==> config.mk <==
export PLATFORM = sky130hd
export DESIGN_NAME = acc_core
export DESIGN_NICKNAME = d
export VERILOG_FILES = /design/src/rtl/acc_core_pkg.sv /design/src/rtl/acc_core_alu.sv /design/src/rtl/acc_core.sv
export SDC_FILE = /design/constraint.sdc
export NUM_CORES = 1
export LEC_CHECK = 0
export ABC_AREA = 1
export BUFFER_PORTS_ARGS = -buffer_cell sky130_fd_sc_hd__buf_2
export CORE_MARGIN = 2
export CORE_UTILIZATION = 40
export DETAILED_ROUTE_END_ITERATION = 8
export PLACE_DENSITY = 0.57
export SETUP_SLACK_MARGIN = 0.5
export SLEW_MARGIN = 20
export SYNTH_ARGS = -nofsm -noshare
export SYNTH_HDL_FRONTEND = slang
export SYNTH_SLANG_ARGS = --single-unit
==> constraint.sdc <==
create_clock -name CLK -period 3.55 [get_ports CLK]
set_clock_uncertainty 0.05 [all_clocks]
set_input_delay 0.5325 -clock CLK [delete_from_list [all_inputs] [get_ports CLK]]
set_output_delay 0.5325 -clock CLK [all_outputs]
set_load 0.005 [all_outputs]
==> src/rtl/acc_core_pkg.sv <==
// Shared types for acc_core: opcode and FSM state encodings plus flag-update helpers.
// Honours ACC_CORE_MUL_EN (opcode E becomes MUL when defined).
package acc_core_pkg;

  typedef enum logic [3:0] {
    OP_NOP  = 4'h0,
    OP_LDI  = 4'h1,
    OP_LDR  = 4'h2,
    OP_STR  = 4'h3,
    OP_ADD  = 4'h4,
    OP_SUB  = 4'h5,
    OP_AND  = 4'h6,
    OP_OR   = 4'h7,
    OP_XOR  = 4'h8,
    OP_SHL  = 4'h9,
    OP_SHR  = 4'hA,
    OP_JMP  = 4'hB,
    OP_JZ   = 4'hC,
    OP_JC   = 4'hD,
    OP_MUL  = 4'hE,
    OP_HALT = 4'hF
  } opcode_t;

  typedef enum logic [1:0] {
    ST_FETCH = 2'd0,
    ST_EXEC  = 2'd1,
    ST_HALT  = 2'd2
  } state_t;

  // One bit per opcode: set where the instruction writes acc (and so updates Z)
`ifdef ACC_CORE_MUL_EN
  localparam logic [15:0] ACC_WR_OPS = 16'b0100_0111_1111_0110;
`else
  localparam logic [15:0] ACC_WR_OPS = 16'b0000_0111_1111_0110;
`endif

  function automatic logic writes_acc(input opcode_t op);
    return ACC_WR_OPS[op];
  endfunction

endpackage

==> src/rtl/acc_core_alu.sv <==
// Combinational ALU for acc_core; the multiplier exists only when ACC_CORE_MUL_EN is defined.
module acc_core_alu
  import acc_core_pkg::*;
#(
  parameter int DATA_W = 8
) (
  input  logic [DATA_W-1:0] acc,
  input  logic [DATA_W-1:0] rdata,
  input  opcode_t           op,
  output logic [DATA_W-1:0] result,
  output logic              carry,
  output logic              carry_valid
);

`ifdef ACC_CORE_MUL_EN
  logic [2*DATA_W-1:0] prod;
  assign prod = {{DATA_W{1'b0}}, acc} * {{DATA_W{1'b0}}, rdata};
`endif

  always_comb begin
    result      = acc;
    carry       = 1'b0;
    carry_valid = 1'b0;
    case (op)
      OP_ADD: begin
        {carry, result} = {1'b0, acc} + {1'b0, rdata};
        carry_valid     = 1'b1;
      end
      OP_SUB: begin
        result      = acc - rdata;
        carry       = (acc < rdata);
        carry_valid = 1'b1;
      end
      OP_AND: begin
        result      = acc & rdata;
        carry_valid = 1'b1;
      end
      OP_OR: begin
        result      = acc | rdata;
        carry_valid = 1'b1;
      end
      OP_XOR: begin
        result      = acc ^ rdata;
        carry_valid = 1'b1;
      end
      OP_SHL: begin
        result      = {acc[DATA_W-2:0], 1'b0};
        carry       = acc[DATA_W-1];
        carry_valid = 1'b1;
      end
      OP_SHR: begin
        result      = {1'b0, acc[DATA_W-1:1]};
        carry       = acc[0];
        carry_valid = 1'b1;
      end
`ifdef ACC_CORE_MUL_EN
      OP_MUL: begin
        result      = prod[DATA_W-1:0];
        carry       = |prod[2*DATA_W-1:DATA_W];
        carry_valid = 1'b1;
      end
`endif
      default: ;
    endcase
  end

endmodule

==> src/rtl/acc_core.sv <==
// Multi-cycle accumulator core: FETCH/EXEC/HALT FSM, register file, IR and PC.
// Opcode E is MUL when ACC_CORE_MUL_EN is defined, otherwise NOP.
module acc_core
  import acc_core_pkg::*;
#(
  parameter int DATA_W = 8,
  parameter int REG_N  = 4,
  parameter int PC_W   = 8,
  parameter int OPD_W  = 8
) (
  input  logic              CLK,
  input  logic              CLB,
  input  logic [OPD_W+3:0]  inst_in,
  input  logic              inst_valid,
  output logic              inst_req,
  output logic [PC_W-1:0]   pc_out,
  output logic [DATA_W-1:0] acc_out,
  output logic              z_flag,
  output logic              c_flag,
  output logic              halted
);

  localparam int AW    = (REG_N > 1) ? $clog2(REG_N) : 1;
  localparam int IMM_W = (DATA_W > OPD_W) ? DATA_W : OPD_W;

  state_t              state_q, state_d;
  logic [PC_W-1:0]     pc_q, pc_d;
  logic [OPD_W+3:0]    ir_q, ir_d;
  logic [DATA_W-1:0]   acc_q, acc_d;
  logic                z_q, z_d, c_q, c_d;
  logic                inst_req_q, inst_req_d;
  logic                halted_q, halted_d;
  logic [DATA_W-1:0]   regs_q [REG_N];
  logic                rf_we;

  opcode_t             op;
  logic [OPD_W-1:0]    opd;
  logic [AW-1:0]       ra;
  logic [DATA_W-1:0]   rdata;
  logic [IMM_W-1:0]    imm_ext;
  logic [DATA_W-1:0]   alu_result;
  logic                alu_carry, alu_cv;

  assign op      = opcode_t'(ir_q[OPD_W+3:OPD_W]);
  assign opd     = ir_q[OPD_W-1:0];
  assign ra      = opd[AW-1:0];
  assign rdata   = regs_q[ra];
  assign imm_ext = IMM_W'(opd);

  acc_core_alu #(.DATA_W(DATA_W)) u_alu (
    .acc         (acc_q),
    .rdata       (rdata),
    .op          (op),
    .result      (alu_result),
    .carry       (alu_carry),
    .carry_valid (alu_cv)
  );

  always_comb begin
    state_d = state_q;
    pc_d    = pc_q;
    ir_d    = ir_q;
    acc_d   = acc_q;
    z_d     = z_q;
    c_d     = c_q;
    rf_we   = 1'b0;
    case (state_q)
      ST_FETCH: begin
        if (inst_valid) begin
          ir_d    = inst_in;
          pc_d    = pc_q + 1'b1;
          state_d = ST_EXEC;
        end
      end
      ST_EXEC: begin
        state_d = ST_FETCH;
        // pc already holds the fall-through address, so a taken jump just overwrites it
        case (op)
          OP_LDI:  acc_d = imm_ext[DATA_W-1:0];
          OP_LDR:  acc_d = rdata;
          OP_STR:  rf_we = 1'b1;
          OP_JMP:  pc_d  = opd[PC_W-1:0];
          OP_JZ:   if (z_q) pc_d = opd[PC_W-1:0];
          OP_JC:   if (c_q) pc_d = opd[PC_W-1:0];
          OP_HALT: state_d = ST_HALT;
          default: if (writes_acc(op)) acc_d = alu_result;
        endcase
        if (writes_acc(op)) z_d = (acc_d == '0);
        if (alu_cv)         c_d = alu_carry;
      end
      default: state_d = ST_HALT;
    endcase
    inst_req_d = (state_d == ST_FETCH);
    halted_d   = (state_d == ST_HALT);
  end

  always_ff @(posedge CLK or posedge CLB) begin
    if (CLB) begin
      state_q    <= ST_FETCH;
      pc_q       <= '0;
      ir_q       <= '0;
      acc_q      <= '0;
      z_q        <= 1'b0;
      c_q        <= 1'b0;
      inst_req_q <= 1'b1;
      halted_q   <= 1'b0;
      for (int unsigned i = 0; i < REG_N; i++) regs_q[i] <= '0;
    end else begin
      state_q    <= state_d;
      pc_q       <= pc_d;
      ir_q       <= ir_d;
      acc_q      <= acc_d;
      z_q        <= z_d;
      c_q        <= c_d;
      inst_req_q <= inst_req_d;
      halted_q   <= halted_d;
      if (rf_we) regs_q[ra] <= acc_q;
    end
  end

  assign inst_req = inst_req_q;
  assign halted   = halted_q;
  assign pc_out   = pc_q;
  assign acc_out  = acc_q;
  assign z_flag   = z_q;
  assign c_flag   = c_q;

endmodule
==> results of run 1 <==
-- final timing paths --
| check | start | to | slack, ns | cells after the start |
|---|---|---|---|---|
| worst max-delay path | ir_q[1] | z_flag | 0.56 | 20 |
| worst min-delay path | CLB | ir_q[3] | 0.27 | 2 |
| worst max register to register | ir_q[1] | z_flag | 0.56 | 20 |
| worst min register to register | regs_q[4] | regs_q[4] | 0.43 | 2 |
| max in group asynchronous | CLB | ir_q[0] | 2.25 | 3 |
| min in group CLK | inst_in[2] | ir_q[2] | 0.35 | 3 |
-- layer usage --
layer / global-route usage / vias to the layer above / share of wire
met5: 0 / - / 0
met4: 0.0854 / 0 / 0.025
met3: 0.0450 / 29 / 0.053
met2: 0.359 / 142 / 0.46
met1: 0.323 / 2216 / 0.46
li1: - / 2288 / -
-- cell usage after synthesis --
| cell type | n |
|---|---|
| sky130_fd_sc_hd__a21oi_1 | 16 |
| sky130_fd_sc_hd__a21oi_2 | 3 |
| sky130_fd_sc_hd__a22oi_1 | 7 |
| sky130_fd_sc_hd__a31oi_1 | 2 |
| sky130_fd_sc_hd__buf_2 | 7 |
| sky130_fd_sc_hd__buf_6 | 3 |
| sky130_fd_sc_hd__clkbuf_1 | 11 |
| sky130_fd_sc_hd__clkbuf_2 | 1 |
| sky130_fd_sc_hd__clkinv_1 | 1 |
| sky130_fd_sc_hd__dfrtp_1 | 65 |
| sky130_fd_sc_hd__dfstp_2 | 1 |
| sky130_fd_sc_hd__fa_1 | 2 |
| sky130_fd_sc_hd__ha_1 | 31 |
| sky130_fd_sc_hd__inv_1 | 70 |
| sky130_fd_sc_hd__inv_2 | 10 |
| sky130_fd_sc_hd__inv_4 | 1 |
| sky130_fd_sc_hd__mux2_1 | 1 |
| sky130_fd_sc_hd__nand2_1 | 206 |
| sky130_fd_sc_hd__nand2_2 | 4 |
| sky130_fd_sc_hd__nand2_4 | 2 |
| sky130_fd_sc_hd__nand3_1 | 56 |
| sky130_fd_sc_hd__nand3_2 | 6 |
| sky130_fd_sc_hd__nand3_4 | 1 |
| sky130_fd_sc_hd__nand3b_1 | 2 |
| sky130_fd_sc_hd__nand4_1 | 13 |
| sky130_fd_sc_hd__nand4_4 | 1 |
| sky130_fd_sc_hd__nor2_1 | 67 |
| sky130_fd_sc_hd__nor2_2 | 9 |
| sky130_fd_sc_hd__nor3_1 | 6 |
| sky130_fd_sc_hd__o211ai_1 | 3 |
| sky130_fd_sc_hd__o21ai_0 | 56 |
| sky130_fd_sc_hd__o21ai_1 | 15 |
| sky130_fd_sc_hd__o21ai_2 | 1 |
| sky130_fd_sc_hd__o21bai_1 | 3 |
| sky130_fd_sc_hd__o22ai_1 | 2 |
| sky130_fd_sc_hd__xnor2_1 | 1 |
| sky130_fd_sc_hd__xor2_1 | 2 |
-- repair_timing --
action / CTS / global route
pin swaps: 0 / 7
setup endpoints to repair: 2 / 4
setup buffers: 0 / 9
hold buffers: 0 / 0
gates resized for setup: 7 / 13
cloned: 0 / 0
-- area by class of cell --
class	instances	area, sq um
fill	1173	6060
multi-input combinational	518	2750
sequential	66	1660
inverter	82	310
timing repair buffer	46	260
clock buffer	9	225
tap	143	179
clock inverter	7	76.3
-- registers in the layout, indices dropped and copies added (netlist names) --
register,count
state_q,2
acc_out,8
regs_q,32
ir_q,12
c_flag,1
inst_req,1
z_flag,1
pc_out,8
halted,1
-- worst register-to-register path, cell delays in order, from the launching register on --
cell	delay (ns)
sky130_fd_sc_hd__dfrtp_2	0.46
sky130_fd_sc_hd__buf_4	0.16
sky130_fd_sc_hd__nor2_4	0.17
sky130_fd_sc_hd__nand2_1	0.07
sky130_fd_sc_hd__nand4_1	0.23
sky130_fd_sc_hd__ha_2	0.23
sky130_fd_sc_hd__inv_2	0.05
sky130_fd_sc_hd__fa_1	0.38
sky130_fd_sc_hd__inv_1	0.07
sky130_fd_sc_hd__nand2_1	0.04
sky130_fd_sc_hd__nand2_1	0.07
sky130_fd_sc_hd__nor2_1	0.04
sky130_fd_sc_hd__nor2_1	0.12
sky130_fd_sc_hd__nand3_1	0.12
sky130_fd_sc_hd__nand2_1	0.09
sky130_fd_sc_hd__nand3_1	0.09
sky130_fd_sc_hd__nand2_1	0.10
sky130_fd_sc_hd__nand2_1	0.07
sky130_fd_sc_hd__nor2_2	0.15
sky130_fd_sc_hd__nand4_1	0.10
sky130_fd_sc_hd__nand2_1	0.08
-- kinds of logic after synthesis --
group,count (synthesis)
XOR/XNOR,3
AND/OR/NAND/NOR,373
buffers and inverters,104
AO/OA/AOI/OAI,108
flip-flops,66
multiplexers,1
adder cells (fa/ha/maj),33
-- power groups by stage --
stage	combinational, mW	clock (mW)	sequential [mW]
5_1_grt	3.14	0.951	1.36
3_5_place_dp	2.61	0	1.31
6_report	2.77	0.904	1.32
4_1_cts	2.65	0.921	1.32
2_1_floorplan	2.02	0	1.19
3_3_place_gp	2.60	0	1.31
==> results by stage, run 1 <==
Placement:
- The half-perimeter wire length of the detailed placement result is 10900 um.
- The post-placement setup slack is 0.380 ns.
- The area after detailed placement is slightly above 5000 sq um.
- The count of buffers from port buffering is 34.
- After detailed placement, the design holds a cell count of 846.
- The placer's final routability congestion estimate is 0.900.

Final layout:
- The ratio of cells with drive above 1 in the final layout is 0.162.
- The finished layout holds 871 standard cells, fillers aside.
- The commonest non-fill, non-tap cell in the layout is sky130_fd_sc_hd__nand2_1.
- The layout net count is 771.
- After routing the design area is 5450 sq um.
- The library cells used most frequently in the layout, excluding fill and tap cells, are 205 x sky130_fd_sc_hd__nand2_1, 65 x sky130_fd_sc_hd__inv_1, 65 x sky130_fd_sc_hd__nor2_1, 63 x sky130_fd_sc_hd__dfrtp_1.
- Measured on the finished design, the core utilization comes to 0.474.
- The number of inserted diodes is 0.
- The area growth from synthesis to layout is 14.3%.

Clock tree:
- The CTS tree is done.
- The number of clock buffers inserted by TritonCTS is 9.
- The CTS sink count is 66.
- Counting along the longest clock path gives a buffer depth of 2.
- The H-tree was split into 3 levels.
- In this run the clock root is driven by a sky130_fd_sc_hd__clkbuf_16.
- After clock tree synthesis, the clock-pin slew on the worst setup and hold paths is about 0.06 ns.
- The later pin in the worst-skew pair is clocked with a latency of 0.33 ns.

Global routing:
- Across every metal layer, demand over resource in global routing totals 0.232.
- The via count of the first global-routing pass is 4453.
- The initial antenna violation count is 0.
- The remaining global-route overflow is 0.
- The first global-routing pass estimated 23400 um of wire.
- The maximum number of pins on one net before global-route repair is 36.

Yosys:
- The count of synthesis-stage warnings from yosys is 0.
- Sorting the synthesized cells by area gives the leading types as sky130_fd_sc_hd__dfrtp_1 34%, sky130_fd_sc_hd__nand2_1 16%, sky130_fd_sc_hd__ha_1 8.1%, sky130_fd_sc_hd__nand3_1 5.9%, sky130_fd_sc_hd__o21ai_0 5.9%.
- The number of distinct library cell variants in the gate-level netlist after synthesis is 37.
- Of the total synthesized cell area, the portion taken by AND, OR, NAND and NOR gates is 0.343.
- Synthesis produced 688 cells.
- Of the total synthesized cell area, the portion taken by XOR and XNOR cells is 0.00551.
- The mean post-synth cell area is 6.93 sq um.
- The adder-cell share of the synthesized area is 0.0897.
- The flip-flop and latch count after synthesis is between 60 and 70.
- Counting every net in the synthesized netlist gives 736.
- After synthesis, the largest family of logic cells by area is simple AND/OR/NAND/NOR gates.
- The post-synthesis compound-gate area fraction is 0.124.
- Of the synthesized area, sequential elements account for 0.346.
- The area share of the largest cell type after synthesis is 0.341.
- Of the post-synthesis cell area, the part taken by muxes is 0.00236.
- The post-synthesis instance area is 4770 sq um.
- sky130_fd_sc_hd__dfrtp_1 takes more of the synthesized area than any other cell.

Routing:
- The final antenna-violating net count is 0.
- The first detailed-routing pass took 5 iterations.
- The wire length per cell after detailed routing is 16.5 um.
- The detailed router placed 4675 vias in this run.
- In the routed design, unresolved DRC markers number 0.
- The aggregate routed wire length is between 10000 and 15000 um.
- The first routing iteration left roughly 330 violations.
- After detailed routing, the number of vias per cell comes to roughly 5.4.

Floorplanning:
- The initial utilization of the core area, before any placement, comes to 0.414.
- During I/O placement, the number of pins put on the boundary was 35.
- The core box area is 11500 sq um.
- The die is 113 um tall.
- The die width is 113 um.
- The floorplan has 39 rows.
- The die covers 12800 sq um.

Power:
- Of the total power, the share spent switching nets is 0.500.
- The sequential share of power is 0.264.
- The net switching power is 2.50 mW.
- The internal power summed over all cells is 2.50 mW.
- The proportion of power drawn by the clock network is 0.181.
- The power density relative to cell area is ~920 nW/um^2.
- After layout, the design draws a total of 5.00 mW.
- Of the total power, combinational logic draws 0.555.
- The maximum VDD drop is 0.430 mV.
- The leakage power is 2.68 nW.

Setup path:
- The largest fanout on the critical path is 6.
- The startpoint kind of the worst setup timing path is a register.
- For this design, the slowest cell found on the critical path is sky130_fd_sc_hd__dfrtp_2.
- Traced cell by cell, the critical path runs through buf_4, nor2_4, nand2_1, nand4_1, ha_2, inv_2, fa_1, inv_1, nand2_1, nand2_1, nor2_1, nor2_1, nand3_1, nand2_1, nand3_1, nand2_1, nand2_1, nor2_2, nand4_1, nand2_1.
- The kind of cell with the highest combined delay along the critical path is simple AND/OR/NAND/NOR gates.
- The most numerous cell type found on the critical path is sky130_fd_sc_hd__nand2_1.
- The required time of the critical path is 3.77 ns.
- The count of buffer and inverter cells on the critical path is 3.
- The worst setup path is captured at a register.
- At the worst endpoint, the arrival time is 3.22 ns.
- On the worst path, the slowest cell contributes a delay of 0.46 ns.
- The category of the critical setup timing path is register to register.

STA:
- The achievable frequency is 0.334 GHz.
- The final count of pins violating max slew is 0.
- The pin slew with the least headroom to its limit is 0.741 ns.
- The number of setup violations in the final report is 0.
- In the finished design, the share of the clock period the worst path needs comes to 0.843.
- Across all setup checks in the final design, the least slack found is 0.556 ns.
- The final hold violation count was 0.
- The smallest hold slack is 0.269 ns.
- Setup repair after global routing could not meet its margin everywhere.
- In the final timing run, aggregate negative setup slack is 0 ns.
- The tightest slew margin relative to the limit is 0.505.
- The final critical delay including setup and external delays is 2.99 ns.

Run:
- Across the run, the number of max-cap violations was 0.

Min path:
- The path class of the lowest-slack min-delay path is input port to async pin.

Status:
- The run finished with clean final reports.
Note: power is estimated with default switching activity, not from simulation.
==> run 2: changes to the inputs <==
==> constraint.sdc (replaced) <==
create_clock -name CLK -period 3 [get_ports CLK]
set_clock_uncertainty 0.05 [all_clocks]
set_input_delay 0.45 -clock CLK [delete_from_list [all_inputs] [get_ports CLK]]
set_output_delay 0.45 -clock CLK [all_outputs]
set_load 0.005 [all_outputs]
==> run 2 against run 1 <==
  * Sequential share of layout area is 3.1 points lower
  * Non-clock buffer count is 45 higher
  * Final cell count is 5.2% higher
  * Largest power group unchanged
==> results by stage, run 2 (synthesis results as in run 1) <==
Status:
- Status: finished clean (unchanged).

Final layout:
- The area added between synthesis and finish came to 27.3% (was 14.3%).
- The number of inserted diodes came to 0 (unchanged).
- The commonest non-fill, non-tap cell in the layout is sky130_fd_sc_hd__nand2_1 (unchanged).
- The layout net count is 816 (was 771).
- Registers with the most flip-flops: regs_q (32), ir_q (12) (unchanged).
- Most frequent cells in the layout: 192 x sky130_fd_sc_hd__nand2_1, 63 x sky130_fd_sc_hd__dfrtp_1, 60 x sky130_fd_sc_hd__nor2_1, 54 x sky130_fd_sc_hd__inv_1, 54 x sky130_fd_sc_hd__o21ai_0 (was 205 x sky130_fd_sc_hd__nand2_1, 65 x sky130_fd_sc_hd__inv_1, 65 x sky130_fd_sc_hd__nor2_1, 63 x sky130_fd_sc_hd__dfrtp_1).
- The register with the most flip-flops is regs_q (unchanged).
- The flip-flop count of the largest register, all copies and words added is 32 (unchanged).
- The ratio of cells with drive above 1 in the final layout is 0.283 (was 0.162).

Setup path:
- CP Cell Sequence: inv_2, nor2_4, buf_4, buf_4, buf_6, buf_6, buf_4, nand2_4, nand3_4, inv_4, ha_4, nor3_1, nand2_1, nand2_1, nand2_1, nand3_1, nand3_2, a21oi_2, nand4_1, nand2_1 (was buf_4, nor2_4, nand2_1, nand4_1, ha_2, inv_2, fa_1, inv_1, nand2_1, nand2_1, nor2_1, nor2_1, nand3_1, nand2_1, nand3_1, nand2_1, nand2_1, nor2_2, nand4_1, nand2_1).
- The number of cells on the worst reg-to-reg path came to 20 (unchanged).
- The cell count along the critical path was 20 (unchanged).
- The kind of end point of the critical path was a register (unchanged).
- The startpoint kind of the worst setup timing path is a register (unchanged).
- The arrival time of data at the critical path endpoint is 3.07 ns (was 3.22 ns).
- The largest fanout on the critical path is 5 (was 6).
- The most repeated library cell on the critical path was sky130_fd_sc_hd__nand2_1 (unchanged).
- The cell with the largest stage delay on the worst path is sky130_fd_sc_hd__dfrtp_2 (unchanged).
- The kind of cell adding the most delay to the critical path was simple AND/OR/NAND/NOR gates (unchanged).
- The count of buffer and inverter cells on the critical path is 7 (was 3).
- The category of the critical setup timing path is register to register (unchanged).
- The required time of the critical path is 3.21 ns (was 3.77 ns).
- The delay of the slowest cell on the worst path was 0.47 ns (was 0.46 ns).

Routing:
- The via count normalized by instance count is 5.40 (was 5.37).
- The wire length per cell after detailed routing is 16.7 um (was 16.5 um).
- The detailed router's first-iteration violation count is 372 (was 329).
- The number of search-and-repair iterations in the first detailed-routing pass is 5 (unchanged).
- The via total after detailed routing is 4944 (was 4675).
- The aggregate routed wire length is 15300 um (was 14400 um).
- The number of remaining DRC errors came to 0 (unchanged).
- The final antenna-violating net count is 0 (unchanged).

STA:
- RSZ-0062 raised after global routing: true (unchanged).
- The achievable frequency is 0.349 GHz (was 0.334 GHz).
- The pin slew with the least headroom to its limit came to 0.638 ns (was 0.741 ns).
- The final total negative setup slack is 0 ns (unchanged).
- The tightest slew margin relative to the limit is 0.574 (was 0.505).
- The final worst-path cycle share is 0.954 (was 0.843).
- The number of setup violations in the final report was 0 (unchanged).
- The final hold violation count came to 0 (unchanged).
- The final count of pins violating max slew is 0 (unchanged).
- The final critical delay including setup and external delays is 2.86 ns (was 2.99 ns).

Global routing:
- The total routing usage reported by global routing was 0.246 (was 0.232).
- The remaining global-route overflow is 0 (unchanged).
- The via count of the first global-routing pass was 4868 (was 4453).
- The maximum number of pins on one net before global-route repair came to 27 (was 36).
- The initial antenna violation count is 0 (unchanged).
- The global-route wire length before repair is 24700 um (was 23400 um).

Clock tree:
- The CTS tree was done (unchanged).
- The worst-skew pair later-pin latency is 0.33 ns (about the same).
- The clock tree root driver cell is sky130_fd_sc_hd__clkbuf_16 (unchanged).
- The number of H-tree levels is 3 (unchanged).
- The CTS sink count is 66 (unchanged).
- The number of clock buffers inserted by TritonCTS came to 9 (unchanged).
- The count of hold buffers inserted by post-cts repair is 0 (unchanged).
- The maximum buffer depth of the clock tree came to 2 (unchanged).
- The clock transition at the registers of the reported paths was 0.06 ns (about the same).

Power:
- The post-route total power is 6.88 mW (was 5.00 mW).
- The power density relative to cell area is 1130 nW/um^2 (was 916 nW/um^2).
- The maximum VDD drop came to 0.480 mV (was 0.430 mV).
- The leakage power is 2.99 nW (was 2.68 nW).

Floorplanning:
- The starting utilization of the core area is 0.414 (unchanged).
- The area of the die is 12800 sq um (unchanged).
- The die width is 113 um (unchanged).
- The count of boundary I/O pins is 35 (unchanged).
- The height of the die is 113 um (unchanged).
- The core box area is 11500 sq um (unchanged).
- The number of standard-cell rows in the floorplan is 39 (unchanged).

Placement:
- The half-perimeter wire length of the detailed placement result came to 11400 um (was 10900 um).
- The count of buffers from port buffering is 34 (unchanged).
- The placer's final routability congestion estimate came to 0.945 (was 0.900).

Min path:
- The path class of the lowest-slack min-delay path is input port to async pin (unchanged).

Run:
- The number of violations of the max-capacitance limit came to 0 (unchanged).
run 2: cell type report:
class | count | area, sq um
Tap cell | 143 | 179
Multi-Input combinational cell | 518 | 2980
Timing Repair Buffer | 91 | 641
Clock inverter | 7 | 78.8
Inverter | 82 | 318
Clock buffer | 9 | 225
Sequential cell | 66 | 1660
Fill cell | 1134 | 5440
run 2: worst paths after layout:
| check | start | endpoint | slack, ns |
|---|---|---|---|
| min in group CLK | inst_in[2] | ir_q[2] | 0.26 |
| max | ir_q[1] | z_flag | 0.14 |
| max reg2reg | ir_q[1] | z_flag | 0.14 |
| min | CLB | ir_q[3] | 0.08 |
| max in group asynchronous | CLB | regs_q[10] | 2.12 |
| min reg2reg | regs_q[11] | regs_q[11] | 0.44 |
run 2: repair_timing:
action	in CTS	in global routing
buffers inserted	25	8
gates resized for setup	73	21
setup endpoints to repair	9	9
pin swaps	38	28
run 2: worst reg2reg max path: stages, from the launching register on:
cell	delay, ns
sky130_fd_sc_hd__dfrtp_2	0.47
sky130_fd_sc_hd__inv_2	0.10
sky130_fd_sc_hd__nor2_4	0.05
sky130_fd_sc_hd__buf_4	0.12
sky130_fd_sc_hd__buf_4	0.12
sky130_fd_sc_hd__buf_6	0.10
sky130_fd_sc_hd__buf_6	0.10
sky130_fd_sc_hd__buf_4	0.13
sky130_fd_sc_hd__nand2_4	0.06
sky130_fd_sc_hd__nand3_4	0.11
sky130_fd_sc_hd__inv_4	0.13
sky130_fd_sc_hd__ha_4	0.23
sky130_fd_sc_hd__nor3_1	0.18
sky130_fd_sc_hd__nand2_1	0.12
sky130_fd_sc_hd__nand2_1	0.08
sky130_fd_sc_hd__nand2_1	0.05
sky130_fd_sc_hd__nand3_1	0.10
sky130_fd_sc_hd__nand3_2	0.11
sky130_fd_sc_hd__a21oi_2	0.17
sky130_fd_sc_hd__nand4_1	0.12
sky130_fd_sc_hd__nand2_1	0.09
run 2: through the flow:
step / instance area, sq um / hold slack [ns] / instances / utilization / setup WS [ns]
6_report: 6070 / 0.0750 / 916 / 0.527 / 0.138
5_1_grt: 6070 / 0.123 / 916 / 0.527 / -0.0388
2_1_floorplan: 4790 / 0.403 / 688 / - / 0.528
3_3_place_gp: 5200 / 0.417 / 867 / 0.452 / 0.123
3_5_place_dp: 5200 / 0.423 / 867 / 0.452 / 0.0682
4_1_cts: 5940 / 0.0882 / 908 / 0.516 / 0.248
run 2: layer usage:
layer | part of all wire | vias to the layer above | GRT usage
li1 | - | 2377 | -
met1 | 0.43 | 2327 | 0.325
met2 | 0.47 | 189 | 0.402
met3 | 0.061 | 51 | 0.0412
met4 | 0.038 | 0 | 0.102
met5 | 0 | - | 0
run 2: report_power, final:
group          switching, mW  internal, mW
Combinational           2.55          1.73
Sequential             0.324          1.19
Clock                  0.428         0.650
Total                   3.31          3.57
